## src/rtl/trace_capture.sv

```systemverilog
// Debug trace capture buffer: records {pc, instr, alu} once per clock after arm (optionally
// gated by a PC-match trigger) and lets a host drain the entries through a valid/ready port.
module trace_capture #(
    parameter int unsigned DEPTH = 16,
    parameter int unsigned PTR_W = 4
) (
    input  logic             clk,
    input  logic             reset,
    input  logic             arm,
    input  logic             stop,
    input  logic             trig_en,
    input  logic [31:0]      trig_pc,
    input  logic [31:0]      debug_pc,
    input  logic [31:0]      debug_instr,
    input  logic [31:0]      debug_alu,
    input  logic             rd_ready,
    output logic             rd_valid,
    output logic [31:0]      rd_pc,
    output logic [31:0]      rd_instr,
    output logic [31:0]      rd_alu,
    output logic [1:0]       state,
    output logic [PTR_W:0]   count
);

    typedef enum logic [1:0] {
        StIdle    = 2'd0,
        StArmed   = 2'd1,
        StCapture = 2'd2,
        StDone    = 2'd3
    } state_e;

    localparam logic [PTR_W:0] CountLast = (PTR_W + 1)'(DEPTH - 1);
    localparam logic [PTR_W:0] CountOne  = (PTR_W + 1)'(1);

    state_e             state_q, state_d;
    logic [PTR_W:0]     count_q, count_d;
    logic [PTR_W-1:0]   wr_ptr_q, wr_ptr_d;
    logic [PTR_W-1:0]   rd_ptr_q, rd_ptr_d;
    logic               wr_en;

    logic [95:0]        mem [DEPTH];
    logic [95:0]        rd_entry;

    // Next-state: arm overrides everything, then stop, then write, then pop.
    always_comb begin
        state_d  = state_q;
        count_d  = count_q;
        wr_ptr_d = wr_ptr_q;
        rd_ptr_d = rd_ptr_q;
        wr_en    = 1'b0;

        if (arm) begin
            count_d  = '0;
            wr_ptr_d = '0;
            rd_ptr_d = '0;
            state_d  = trig_en ? StArmed : StCapture;
        end else begin
            unique case (state_q)
                StIdle: begin
                end
                StArmed: begin
                    if (stop) begin
                        state_d = StDone;
                    end else if (debug_pc == trig_pc) begin
                        wr_en    = 1'b1;
                        wr_ptr_d = wr_ptr_q + 1'b1;
                        count_d  = count_q + 1'b1;
                        state_d  = StCapture;
                    end
                end
                StCapture: begin
                    if (stop) begin
                        state_d = StDone;
                    end else begin
                        wr_en    = 1'b1;
                        wr_ptr_d = wr_ptr_q + 1'b1;
                        count_d  = count_q + 1'b1;
                        if (count_q == CountLast) begin
                            state_d = StDone;
                        end
                    end
                end
                StDone: begin
                    if (count_q == '0) begin
                        state_d = StIdle;
                    end else if (rd_ready) begin
                        rd_ptr_d = rd_ptr_q + 1'b1;
                        count_d  = count_q - 1'b1;
                        if (count_q == CountOne) begin
                            state_d = StIdle;
                        end
                    end
                end
                default: begin
                    state_d = StIdle;
                end
            endcase
        end
    end

    always_ff @(posedge clk or negedge reset) begin
        if (!reset) begin
            state_q  <= StIdle;
            count_q  <= '0;
            wr_ptr_q <= '0;
            rd_ptr_q <= '0;
        end else begin
            state_q  <= state_d;
            count_q  <= count_d;
            wr_ptr_q <= wr_ptr_d;
            rd_ptr_q <= rd_ptr_d;
        end
    end

    // Trace storage carries no reset; stale contents are never visible past count.
    always_ff @(posedge clk) begin
        if (wr_en) begin
            mem[wr_ptr_q] <= {debug_pc, debug_instr, debug_alu};
        end
    end

    always_comb begin
        rd_valid = (state_q == StDone) && (count_q != '0);
        rd_entry = rd_valid ? mem[rd_ptr_q] : 96'd0;
    end

    assign rd_pc    = rd_entry[95:64];
    assign rd_instr = rd_entry[63:32];
    assign rd_alu   = rd_entry[31:0];
    assign state    = state_q;
    assign count    = count_q;

endmodule

```

## config.mk

```make
export PLATFORM = sky130hd
export DESIGN_NAME = trace_capture
export DESIGN_NICKNAME = d
export VERILOG_FILES = /design/src/rtl/trace_capture.sv
export SDC_FILE = /design/constraint.sdc
export NUM_CORES = 1
export LEC_CHECK = 0
export CAP_MARGIN = 20
export CORE_ASPECT_RATIO = 1.4
export CORE_MARGIN = 2
export CORE_UTILIZATION = 35
export CTS_BUF_LIST = sky130_fd_sc_hd__clkbuf_2 sky130_fd_sc_hd__clkbuf_4 sky130_fd_sc_hd__clkbuf_8
export DETAILED_ROUTE_END_ITERATION = 6
export SLEW_MARGIN = 20
export SYNTH_ARGS = -nofsm -noshare
export SYNTH_HDL_FRONTEND = slang
export SYNTH_SLANG_ARGS = --single-unit
```

## constraint.sdc

```tcl
create_clock -name clk -period 4.8 [get_ports clk]
set_input_delay 0.48 -clock clk [delete_from_list [all_inputs] [get_ports clk]]
set_output_delay 0.48 -clock clk [all_outputs]
set_load 0.02 [all_outputs]
```

Word-level counts from Yosys, hierarchy flattened
Memories as Yosys holds them, arrays and structs flattened.
Index checks and enable logic that the tools add are counted.
- output and inout port bits: 104
- memories kept: 1
- RAM bits: 1536
- register bits after elaboration: 15
- word-level logic and storage cells: 70
- equality and inequality tests: 16
- mux-type cells: 34
- reduce and logical (&&, ||, !) cells: 11
- add/sub/neg operators: 4
- memory list (name ; depth ; width ; read ports ; clocked after Yosys merged registers in ; wr ports ; line ; RTL):
    mem ; 16 ; 96 ; 1 ; 0 ; 1 ; 41 ; logic [95:0] mem [DEPTH];
- operators with widths (cell ; number):
    $mux W96 ; 1
    $eq A32 B32 Y1 ; 1
    $mux W4 ; 8
    $mux W5 ; 6
    $mux W2 ; 9
    $ne A4 B4 Y1 const B ; 4
    $ne A3 B3 Y1 const B ; 5
    $pmux W5 S3 ; 1
    $add A4 B1 Y4 const B ; 2
    $pmux W4 S2 ; 1
    $mux W1 ; 6
    $pmux W2 S3 ; 1
    $reduce_and A6 Y1 ; 1
    $add A5 B1 Y5 const B ; 1
    $eq A5 B1 Y1 const B ; 1
    $eq A5 B4 Y1 const B ; 1
    $logic_not A5 Y1 ; 1
    $reduce_and A5 Y1 ; 1
    $reduce_bool A5 Y1 ; 1
    $sub A5 B1 Y5 const B ; 1
    $eq A2 B2 Y1 const B ; 2
    $reduce_and A4 Y1 ; 1
    $reduce_bool A2 Y1 ; 2
    $reduce_bool A4 Y1 ; 1
    6 further kinds ; 6

Depth between registers and ports, before layout
Gate-level depths: netlist (run 1).
- word-level depth: 7
- depth in mapped cells: 9
- depth with buffers taken out: 8

Worst setup path after synthesis (run 1)
No wires, ideal clock.
- path type: input to register
- start: in trig_pc[0]
- end: mem mem[11][0], enable pin
- buffers on the path: 1
- data required time: 4.334 ns
- slack: 0.322 ns
- cell stages on the path: 7
- library setup time: 0.466 ns
- arrival time: 4.012 ns
- path through: xnor2_1 nand4_1 nor4_1 a41oi_1 nor3_2 clkbuf_1 and3_1
- cells in the longest elaborated chain, start to end: 7
- RTL lines (element ; line ; RTL):
    start: declaration ; 12 ; input logic [31:0] trig_pc,
    $eq A32 B32 Y1 ; 64 ; end else if (debug_pc == trig_pc) begin
    $mux W1 ; 64 ;
    $mux W1 ; 62 ; if (stop) begin
    $pmux W1 S2 ; 58 ; unique case (state_q)
    $mux W1 ; 52 ; if (arm) begin
    $mux W1 ; 117 ; if (wr_en) begin
    $mux W1 (not written as such) ; 118 ; mem[wr_ptr_q] <= {debug_pc, debug_instr, debug_alu};
    end: declaration ; 41 ;
No other way between the ends.

Final worst setup path (run 1)
- start: reg rd_ptr_q[0]
- end: out rd_alu[3]
- cells in the longest elaborated chain, start to end: 2
- RTL lines (element ; line ; RTL):
    start: declaration ; 38 ; logic [PTR_W-1:0] rd_ptr_q, rd_ptr_d;
    start signal: assignment ; 111 ; rd_ptr_q <= rd_ptr_d;
    $mem_v2 Z16 W96 ; - ;
    $mux W96 ; 124 ; rd_entry = rd_valid ? mem[rd_ptr_q] : 96'd0;
    end: declaration ; 20 ; output logic [31:0] rd_alu,
No other way between the ends.

==> metrics.txt, run 1 <==
WL/cell=around 27 um; Reg clk slew, reported paths=roughly 0.070 ns; Critical Path Source Type=flop; CTS H-tree lvls=4; clk_skew=approximately 0.042 ns; fin util=0.416; # nets final=between 3000 and 4000; fraction of registers with async set or reset after synthesis=0.00967; synth warn=0; Seq/Total Area, Yosys=0.778; endpoint class of the critical path=primary output; Post-Syn Area=roughly 0.06 mm2; Seq pwr share=0.507; kind of critical path=reg -> out; GRT overflow=0; Total GRT Usage=0.164; post-layout min period=approximately 4.6 ns; Tcrit/Tclk final=0.950; M1 GR Usage=0.233; Sw Ratio=0.250; vias in the first global route=~29000; Post-DP HPWL=approximately 90 mm; Switch Pwr=approximately 7500 uW; register area=approximately 0.047 mm2; met3 Resource Use GR=0.0348; Post-synth EDFFs=between 1500 and 2000; die area=between 0.15 and 0.2 mm2; Pwr Total=29900 uW; cell count of the worst hold path=1; Post-Layout Cell Count=5344; synthesis-stage register bit count=~1600; cells after synthesis=2430; CTS tree=built; Clock Sinks=around 1600; die height=between 400 and 500 um; global-route wire length before repair=207 mm; fillers=approximately 15000; PwrDens=424 mW/mm2; DRC=0; count of different cell masters after synthesis=43; grt peak-use layer=met2; HP Class=in -> reg; clock latency at the later pin of the worst-skew pair=0.91 ns; P&R area growth vs syn=18.0%; combinational fraction of design power=0.159; vias per cell=between 5 and 6; final wirelength=about 140 mm; Worst Reg2Reg Path Length in Cells=7; clock power share=0.334; fmax=about 0.22 GHz; Leakage=around 0.021 uW; Initial DRT Pass Iterations=7; largest net degree at the start of global routing=around 100; worst path arrival time=4.08 ns; Final Max Tran Viols=0; CTS buffer count=between 200 and 250; Hold Slack=0.314 ns; final RePlAce weighted congestion=~0.75; CTS max path bufs=3; Initial Util=0.352; CP Max Fanout=slightly above 50; ys flop type=edfxtp_1; syn_area_per_cell=24.6 um2; Setup violations, final=0; critical path required time=roughly 4.3 ns; FP Rows=around 180; worst slew pin tran=approximately 0.93 ns; status=finished, final reports clean; post-route ant nets=0; Root Buffer=clkbuf_8; Core ar.=0.170 mm2; initial DRC count=roughly 2600; grt met2 use=0.256; share of layout cells above drive strength 1=0.315; post-synthesis net count=2578; Port-buffer cells=about 240; Hold Violations, Final=0; P_int=22400 uW; initial antenna violation count=23; die width=353 um; placed insts=just under 5000; detailed-route via count=27500; # IOs=238; slew margin rel.=0.374; MaxCap Viol Count=0; Multi-input gate area=0.0127 mm2; peak supply drop=~0.00027 V
-- Yosys cell counts (2+ instances only) --
| cell type | number | area (um2) |
|---|---|---|
| or3_1 | 2 | 12.5 |
| mux4_2 | 480 | 10800 |
| nor3_1 | 3 | 15.0 |
| nand2b_1 | 2 | 12.5 |
| nand3_1 | 2 | 10.0 |
| o21ai_0 | 5 | 25.0 |
| buf_2 | 17 | 85.1 |
| buf_1 | 5 | 18.8 |
| dfrtp_1 | 15 | 375 |
| nand2_1 | 10 | 37.5 |
| edfxtp_1 | 1536 | 46100 |
| inv_1 | 12 | 45.0 |
| ha_1 | 14 | 175 |
| buf_4 | 29 | 218 |
| nor2b_1 | 100 | 626 |
| a31oi_1 | 2 | 12.5 |
| mux2i_1 | 5 | 50.1 |
| and3_1 | 19 | 119 |
| a21oi_1 | 6 | 30.0 |
| o31ai_1 | 3 | 22.5 |
| nand4_1 | 9 | 56.3 |
| xor2_1 | 2 | 17.5 |
| nor2_1 | 20 | 75.1 |
| xnor2_1 | 35 | 307 |
| buf_6 | 7 | 78.8 |
| nor4_1 | 6 | 37.5 |
| or4_1 | 3 | 22.5 |
| clkbuf_1 | 66 | 248 |
-- per-layer routing --
layer  wire (um)  share of wire  vias to the layer above
met5         106        0.00074                        -
met4        3100          0.022                       18
met3        9010          0.063                      218
met2       68100           0.48                      948
met1       62900           0.44                    14800
li1            -              -                    11400
-- critical path, cell delays in order, from the launching register on --
cell and delay [ns]:
dfrtp_4 0.78, buf_16 0.40, mux4_2 0.63, mux4_2 0.56, nor2b_1 0.16, clkdlybuf4s50_1 0.56
-- metrics by stage --
stage,area (um2),setup WS (ns),TNS [ns]
after floorplan,59800,0.322,0
after global placement,66300,0.433,0
after detailed placement,66300,0.374,0
after CTS,70500,0.0466,0
after global routing,70500,-0.0134,-0.0134
final,70500,0.238,0
-- cells by family (layout without fill, tap and decap cells) --
family / count (synthesis) / count (layout) / synth area share
AOI/OAI and AO/OA: 25 / 25 / 0.00274
xor gates and xnor gates: 37 / 37 / 0.00542
adders and majority gates: 14 / 14 / 0.00293
buffers and inverters: 136 / 780 / 0.0116
DFF: 1551 / 1551 / 0.778
muxes: 487 / 487 / 0.182
other: 0 / 8 / 0
and+or+nand+nor: 180 / 180 / 0.0177
-- final cells by class --
cell class                      instances  area share
Sequential cell                      1551       0.659
Multi-Input combinational cell        743       0.180
Timing Repair Buffer                  369      0.0598
Clock buffer                          284      0.0500
Tap cell                             2262      0.0401
Clock inverter                        115     0.00990
Inverter                               12    0.000639
Antenna cell                            8    0.000284
-- power groups by stage --
stage	logic (uW)	clock network, uW	registers (uW)
after detailed placement	4840	0	15500
after global placement	4810	0	15500
after floorplan	2830	0	15400
final	4750	9990	15200
after CTS	4890	10300	15200
after global routing	5100	10800	15200
-- final timing paths --
kind,from,to,slack (ns)
worst max-delay path,rd_ptr_q[0],rd_alu[3],0.24
worst min-delay path,debug_pc[4],mem[14][68],0.31
worst max register to register,state[1],mem[1][74],2.07
worst min register to register,count[1],count[1],0.61
max in group asynchronous,reset,rd_ptr_q[0],3.63
min in group asynchronous,reset,count[1],0.57
-- sequential cells by signal, summed over array words and instances, names as in the netlist --
signal	flops
count	5
wr_ptr_q	4
rd_ptr_q	4
state	2
mem	1536
-- timing repair --
action / CTS / global route
hold buffers: 1 / 0
pin swaps: 0 / 0
resized for setup: 0 / 1
setup endpoints to repair: 51 / 1
buffers inserted: 1 / 0
endpoints found under the hold margin: 15 / 0
-- cell usage in the layout (no fill, tap or decap), types with 3 or more instances in the layout --
cell type        instances
edfxtp_1              1536
mux4_2                 480
clkdlybuf4s50_1        237
clkbuf_8               223
nor2b_1                100
clkinv_1                65
buf_12                  65
buf_4                   64
clkbuf_4                61
xnor2_1                 35
clkinv_2                29
nor2_1                  20
and3_4                  16
ha_1                    14
inv_1                   12
dfrtp_1                 11
nand4_1                  9
nand2_1                  9
diode_2                  8
nor4_1                   6
a21oi_1                  6
mux2i_1                  5
o21ai_0                  5
clkinvlp_4               5
bufinv_16                5
inv_8                    4
dfrtp_4                  4
and3_1                   3
o31ai_1                  3
or4_1                    3
nor3_1                   3
clkinv_4                 3
No activity file was read; power rests on OpenSTA's default activity.
==> run 2, diff against run 1 <==
CORE_MARGIN = 1.5   (was 2)
CTS_BUF_LIST = default   (was sky130_fd_sc_hd__clkbuf_2 sky130_fd_sc_hd__clkbuf_4 sky130_fd_sc_hd__clkbuf_8)
clock period = 3.7 ns   (was 4.8 ns; I/O delays follow)
==> run 2 against run 1 <==
  * Die area is 0.49% lower
  * Clock power rose by 47%
  * Final cell count down 0.26%
  * Critical endpoint is now rd_instr[21]
==> metrics.txt, run 2 (same netlist as run 1, synthesis figures left out) <==
endpoint class of the critical path=primary output; initial antenna violation count=22 (-4.3%); Core ar.=0.170 mm2 (unchanged); Leakage=0.0223 uW (+6.1%); largest net degree at the start of global routing=75 (-27%); post-layout min period=around 3.6 ns; CTS H-tree lvls=4 (unchanged); Critical-path top delay cell=mux4_2; global-route wire length before repair=212 mm (+2.6%); slew margin rel.=0.253 (-0.121); die width=352 um (-0.28%); worst slew pin tran=1.11 ns (+0.180 ns); # IOs=238 (unchanged); CTS max path bufs=3 (unchanged); Tcrit/Tclk final=0.985; CP Max Fanout=6 (-88%); detailed-route via count=27500 (+0.27%); post-route ant nets=0 (unchanged); CTS buffer count=143 (-34%); highest-count cells in the layout ignoring fill and taps=1536 x edfxtp_1, 480 x mux4_2, 149 x clkbuf_16; cts hold-fix bufs=0 (-1); commonest non-fill, non-tap cell in the layout=edfxtp_1; MaxCap Viol Count=0 (unchanged); Hold Violations, Final=0 (unchanged); Root Buffer=clkbuf_16; kind of critical path=reg -> out; Initial Util=0.352 (unchanged); PwrDens=568 mW/mm2 (+34%); final wirelength=148 mm (+3.1%); Setup violations, final=0 (unchanged); Critical Path Source Type=flop; Port-buffer cells=237 (unchanged); Final Max Tran Viols=0 (unchanged); Slowest Stage Delay on Critical Path=0.52 ns (-0.26 ns); Initial DRT Pass Iterations=5 (-2); Total GRT Usage=0.170 (+0.00662); setup tns final=0 ns (unchanged); P&R area growth vs syn=21.7%; WL/cell=27.7 um (+3.4%); placed insts=4995 (+1.2%); worst reg2reg setup slack=0.98 ns (-1.09 ns); clock latency at the later pin of the worst-skew pair=0.77 ns (-0.14 ns); Reg clk slew, reported paths=0.07 ns (about the same); max FFs per register=1536 (unchanged); vias in the first global route=28900 (+1.4%); fillers=14600 (-1.6%); peak supply drop=0.000400 V (+48%); Worst Reg2Reg Path Length in Cells=8 (+1); Post-DP HPWL=90.2 mm (-1.5%); CP dominant cell by count=mux4_2; CP startpoint=rd_ptr_q[0]; fmax=between 0.2 and 0.3 GHz; RR Endpoint=mem[8][37]; HP Class=in -> async; Final Cell Area=0.0727 mm2 (+3.1%); worst path arrival time=3.27 ns (-0.81 ns); Clock Sinks=1551 (unchanged); RSZ-0062 raised after global routing=yes; status=finished, final reports clean; die area=0.173 mm2 (-0.49%); share of layout cells above drive strength 1=0.344 (+0.0284); final RePlAce weighted congestion=0.765 (+1.7%); die height=492 um (-0.20%); Cell Area, Placed=0.0671 mm2 (+1.2%); critical path required time=3.33 ns (-0.99 ns); GRT overflow=0 (unchanged); worst reg2reg startpoint=state[0]; vias per cell=5.16 (+0.53%); DRC=0 (unchanged); CTS tree=built; Post-Layout Cell Count=5330 (-0.26%); clk_skew=0.0311 ns (-0.0110 ns); # nets final=3095 (+1.7%); crit-path cells=buf_12, buf_4, clkbuf_16, mux4_2, mux4_2, nor2b_1, clkdlybuf4s15_2; initial DRC count=2176 (-17%); most flop-heavy register=mem; FP Rows=179 (unchanged)
[run 2: critical path, delay by kind of cell, from the launching register on]
kind | cells | cell delay, ns
mux | 2 | 0.98
flops | 1 | 0.45
buf+inv | 4 | 0.92
simple gates | 1 | 0.14
[run 2: repair_timing]
action | CTS | global route
endpoints found under the setup margin | 96 | 34
resized for setup | 382 | 38
setup buffers | 41 | 9
pin swaps | 0 | 0
cloned | 19 | 3
[run 2: worst max path at each step]
stage,endpoint,slack (ns)
5_1_grt,rd_pc[19],-0.04
4_1_cts,rd_instr[5],-0.11
2_1_floorplan,mem[10][0],0.42
3_5_place_dp,mem[8][21],-0.48
3_3_place_gp,mem[8][18],-0.53
6_report,rd_instr[21],0.06
[run 2: report_power, final]
part           internal (uW)  total, uW  switching (uW)
clock                   8280      14700            6440
sequential             19500      19600            99.9
combinational           3470       6960            3490
[run 2: per-layer routing]
layer  GRT usage  routed length [um]  vias up
li1            -                   -    11500
met1       0.226               61700    15000
met2       0.285               74300      798
met3      0.0353                8170      206
met4      0.0488                3420       22
met5           0                 126        -
[run 2: per-stage QoR]
| stage | setup WS, ns | hold WS, ns | total power [uW] | util |
|---|---|---|---|---|
| 5_1_grt | -0.0385 | 0.121 | 42700 | 0.428 |
| 2_1_floorplan | 0.421 | 0.0744 | 23700 | - |
| 3_3_place_gp | -0.530 | 0.576 | 26400 | 0.395 |
| 6_report | 0.0570 | 0.0954 | 41300 | 0.428 |
| 3_5_place_dp | -0.479 | 0.590 | 26400 | 0.395 |
| 4_1_cts | -0.114 | 0.0647 | 41700 | 0.428 |
[run 2: cell type report]
class / instances / area (um2) / share of cell area
flip-flops and latches: 1551 / 46500 / 0.639
multi-input cells: 743 / 12700 / 0.175
repair buffers: 496 / 5960 / 0.0819
clock buffers: 180 / 3810 / 0.0524
well taps: 2262 / 2830 / 0.0389
clock inverters: 82 / 827 / 0.0114
inverters: 12 / 45.0 / 0.000619
diodes: 4 / 10.0 / 0.000138
==> run 3, diff against run 2 <==
MAX_ROUTING_LAYER = met4   (was default)
==> run 3 against run 2 <==
  * Sequential power barely moved
  * Flip-flop and latch count is the same
  * Critical path type unchanged
  * Largest cell class unchanged
  * Highest routed layer is now met4
  * Design area about the same
==> metrics.txt, run 3 (same netlist as run 1, synthesis figures left out) <==
status=finished, final reports clean; detailed-route via count=27400 (-0.30%); Hold Slack=0.100 ns (+0.00492 ns); max FFs per register=1536 (unchanged); share of layout cells above drive strength 1=0.343 (about the same); HP Class=in -> async; FP Rows=179 (unchanged); Total GRT Usage=0.176 (+0.00528); Port-buffer cells=237 (unchanged); CTS buffer count=143 (unchanged); CTS max path bufs=3 (unchanged); Slowest Stage Delay on Critical Path=0.52 ns (about the same); worst reg2reg startpoint=state[0]; die height=492 um (unchanged); initial antenna violation count=21 (-4.5%); crit-path cells=buf_12, buf_4, clkbuf_16, mux4_2, mux4_2, nor2b_1, clkdlybuf4s15_2; final wirelength=148 mm (about the same); # nets final=3095 (unchanged); die area=0.173 mm2 (unchanged); CTS H-tree lvls=4 (unchanged); Top Family by Delay on Critical Path=multiplexers; fin util=0.428 (about the same); post-layout min period=3.64 ns (-0.00450 ns); CP Max Fanout=6 (unchanged); Setup violations, final=0 (unchanged); MaxCap Viol Count=0 (unchanged); fmax=0.275 GHz (+0.12%); critical path buffer and inverter count=4 (unchanged); PwrDens=567 mW/mm2 (about the same); P&R area growth vs syn=21.7% (about the same); kind of critical path=reg -> out; Critical Path Source Type=flop; Cell Area, Placed=0.0671 mm2 (unchanged); Critical-path top delay cell=mux4_2; peak supply drop=0.000400 V (about the same); DRC=0 (unchanged); Initial Util=0.352 (unchanged); clk_skew=0.0300 ns (-0.00111 ns); initial DRC count=2299 (+5.7%); critical path required time=3.33 ns (about the same); worst slew pin tran=1.02 ns (-0.0967 ns); Final Max Tran Viols=0 (unchanged); commonest non-fill, non-tap cell in the layout=edfxtp_1; Final Cell Area=0.0727 mm2 (about the same); setup tns final=0 ns (unchanged); Root Buffer=clkbuf_16; RR Endpoint=mem[8][27]; Post-DP HPWL=90.2 mm (unchanged); Initial DRT Pass Iterations=5 (unchanged); largest net degree at the start of global routing=75 (unchanged); Clock Sinks=1551 (unchanged); slew margin rel.=0.318 (+0.0649); Hold Violations, Final=0 (unchanged); Core ar.=0.170 mm2 (unchanged); WL/cell=27.6 um (-0.25%); final RePlAce weighted congestion=0.775 (+1.3%); # IOs=238 (unchanged); endpoint class of the critical path=primary output; most flop-heavy register=mem; CTS tree=built; global-route wire length before repair=212 mm (about the same); Leakage=0.0223 uW (about the same); post-route ant nets=0 (unchanged); vias per cell=5.14 (-0.50%); GRT overflow=0 (unchanged); worst path arrival time=3.27 ns (about the same); RSZ-0062 raised after global routing=yes; fillers=14600 (-0.027%); Reg clk slew, reported paths=0.06 ns (about the same); die width=352 um (unchanged); vias in the first global route=28900 (+0.15%); CP dominant cell by count=mux4_2; worst reg2reg setup slack=1.06 ns (+0.08 ns); Worst Reg2Reg Path Length in Cells=8 (unchanged); Tcrit/Tclk final=0.983 (-0.00122); clock latency at the later pin of the worst-skew pair=0.77 ns (about the same); highest-count cells in the layout ignoring fill and taps=1536 x edfxtp_1, 480 x mux4_2, 149 x clkbuf_16
[run 3: repair_timing]
item	CTS	global route
resized for setup	382	34
pin swaps	0	0
hold buffers	0	0
setup endpoints to repair	96	34
cloned	19	3
buffers inserted	41	9
[run 3: worst max path at each step]
stage                     slack (ns)           end         start  cells past startpoint
final                           0.06  rd_instr[21]   rd_ptr_q[0]                      7
after detailed placement       -0.48    mem[8][21]  debug_pc[15]                     10
after global placement         -0.53    mem[8][18]  debug_pc[15]                     10
after CTS                      -0.11   rd_instr[5]   rd_ptr_q[0]                      8
after floorplan                 0.42    mem[10][0]    trig_pc[0]                      7
after global routing           -0.04     rd_pc[19]   rd_ptr_q[0]                      6
[run 3: through the flow]
step                      worst slack [ns]  std cells  total power (uW)
final                               0.0615       5341             41300
after detailed placement            -0.479       4995             26400
after global placement              -0.530       4995             26400
after global routing               -0.0448       5338             42700
after CTS                           -0.114       5317             41700
after floorplan                      0.421       2430             23700
[run 3: layout make-up]
class	instances	area (um2)	share of cell area
Clock inverter	82	827	0.0114
Inverter	12	45.0	0.000619
Multi-Input combinational cell	743	12700	0.175
Timing Repair Buffer	496	5930	0.0816
Tap cell	2262	2830	0.0389
Clock buffer	180	3810	0.0524
Sequential cell	1551	46500	0.639
Antenna cell	15	37.5	0.000516
[run 3: power by group]
| part | switching (uW) | internal (uW) |
|---|---|---|
| registers | 100 | 19500 |
| logic | 3480 | 3460 |
| clock network | 6450 | 8280 |
| total | 10000 | 31200 |
[run 3: routing by layer]
metal	GRT usage	vias to the layer above	wire, um
li1	-	11500	-
met1	0.226	15000	61700
met5	-	-	0
met3	0.0355	185	8170
met2	0.285	761	74400
met4	0.0485	0	3320
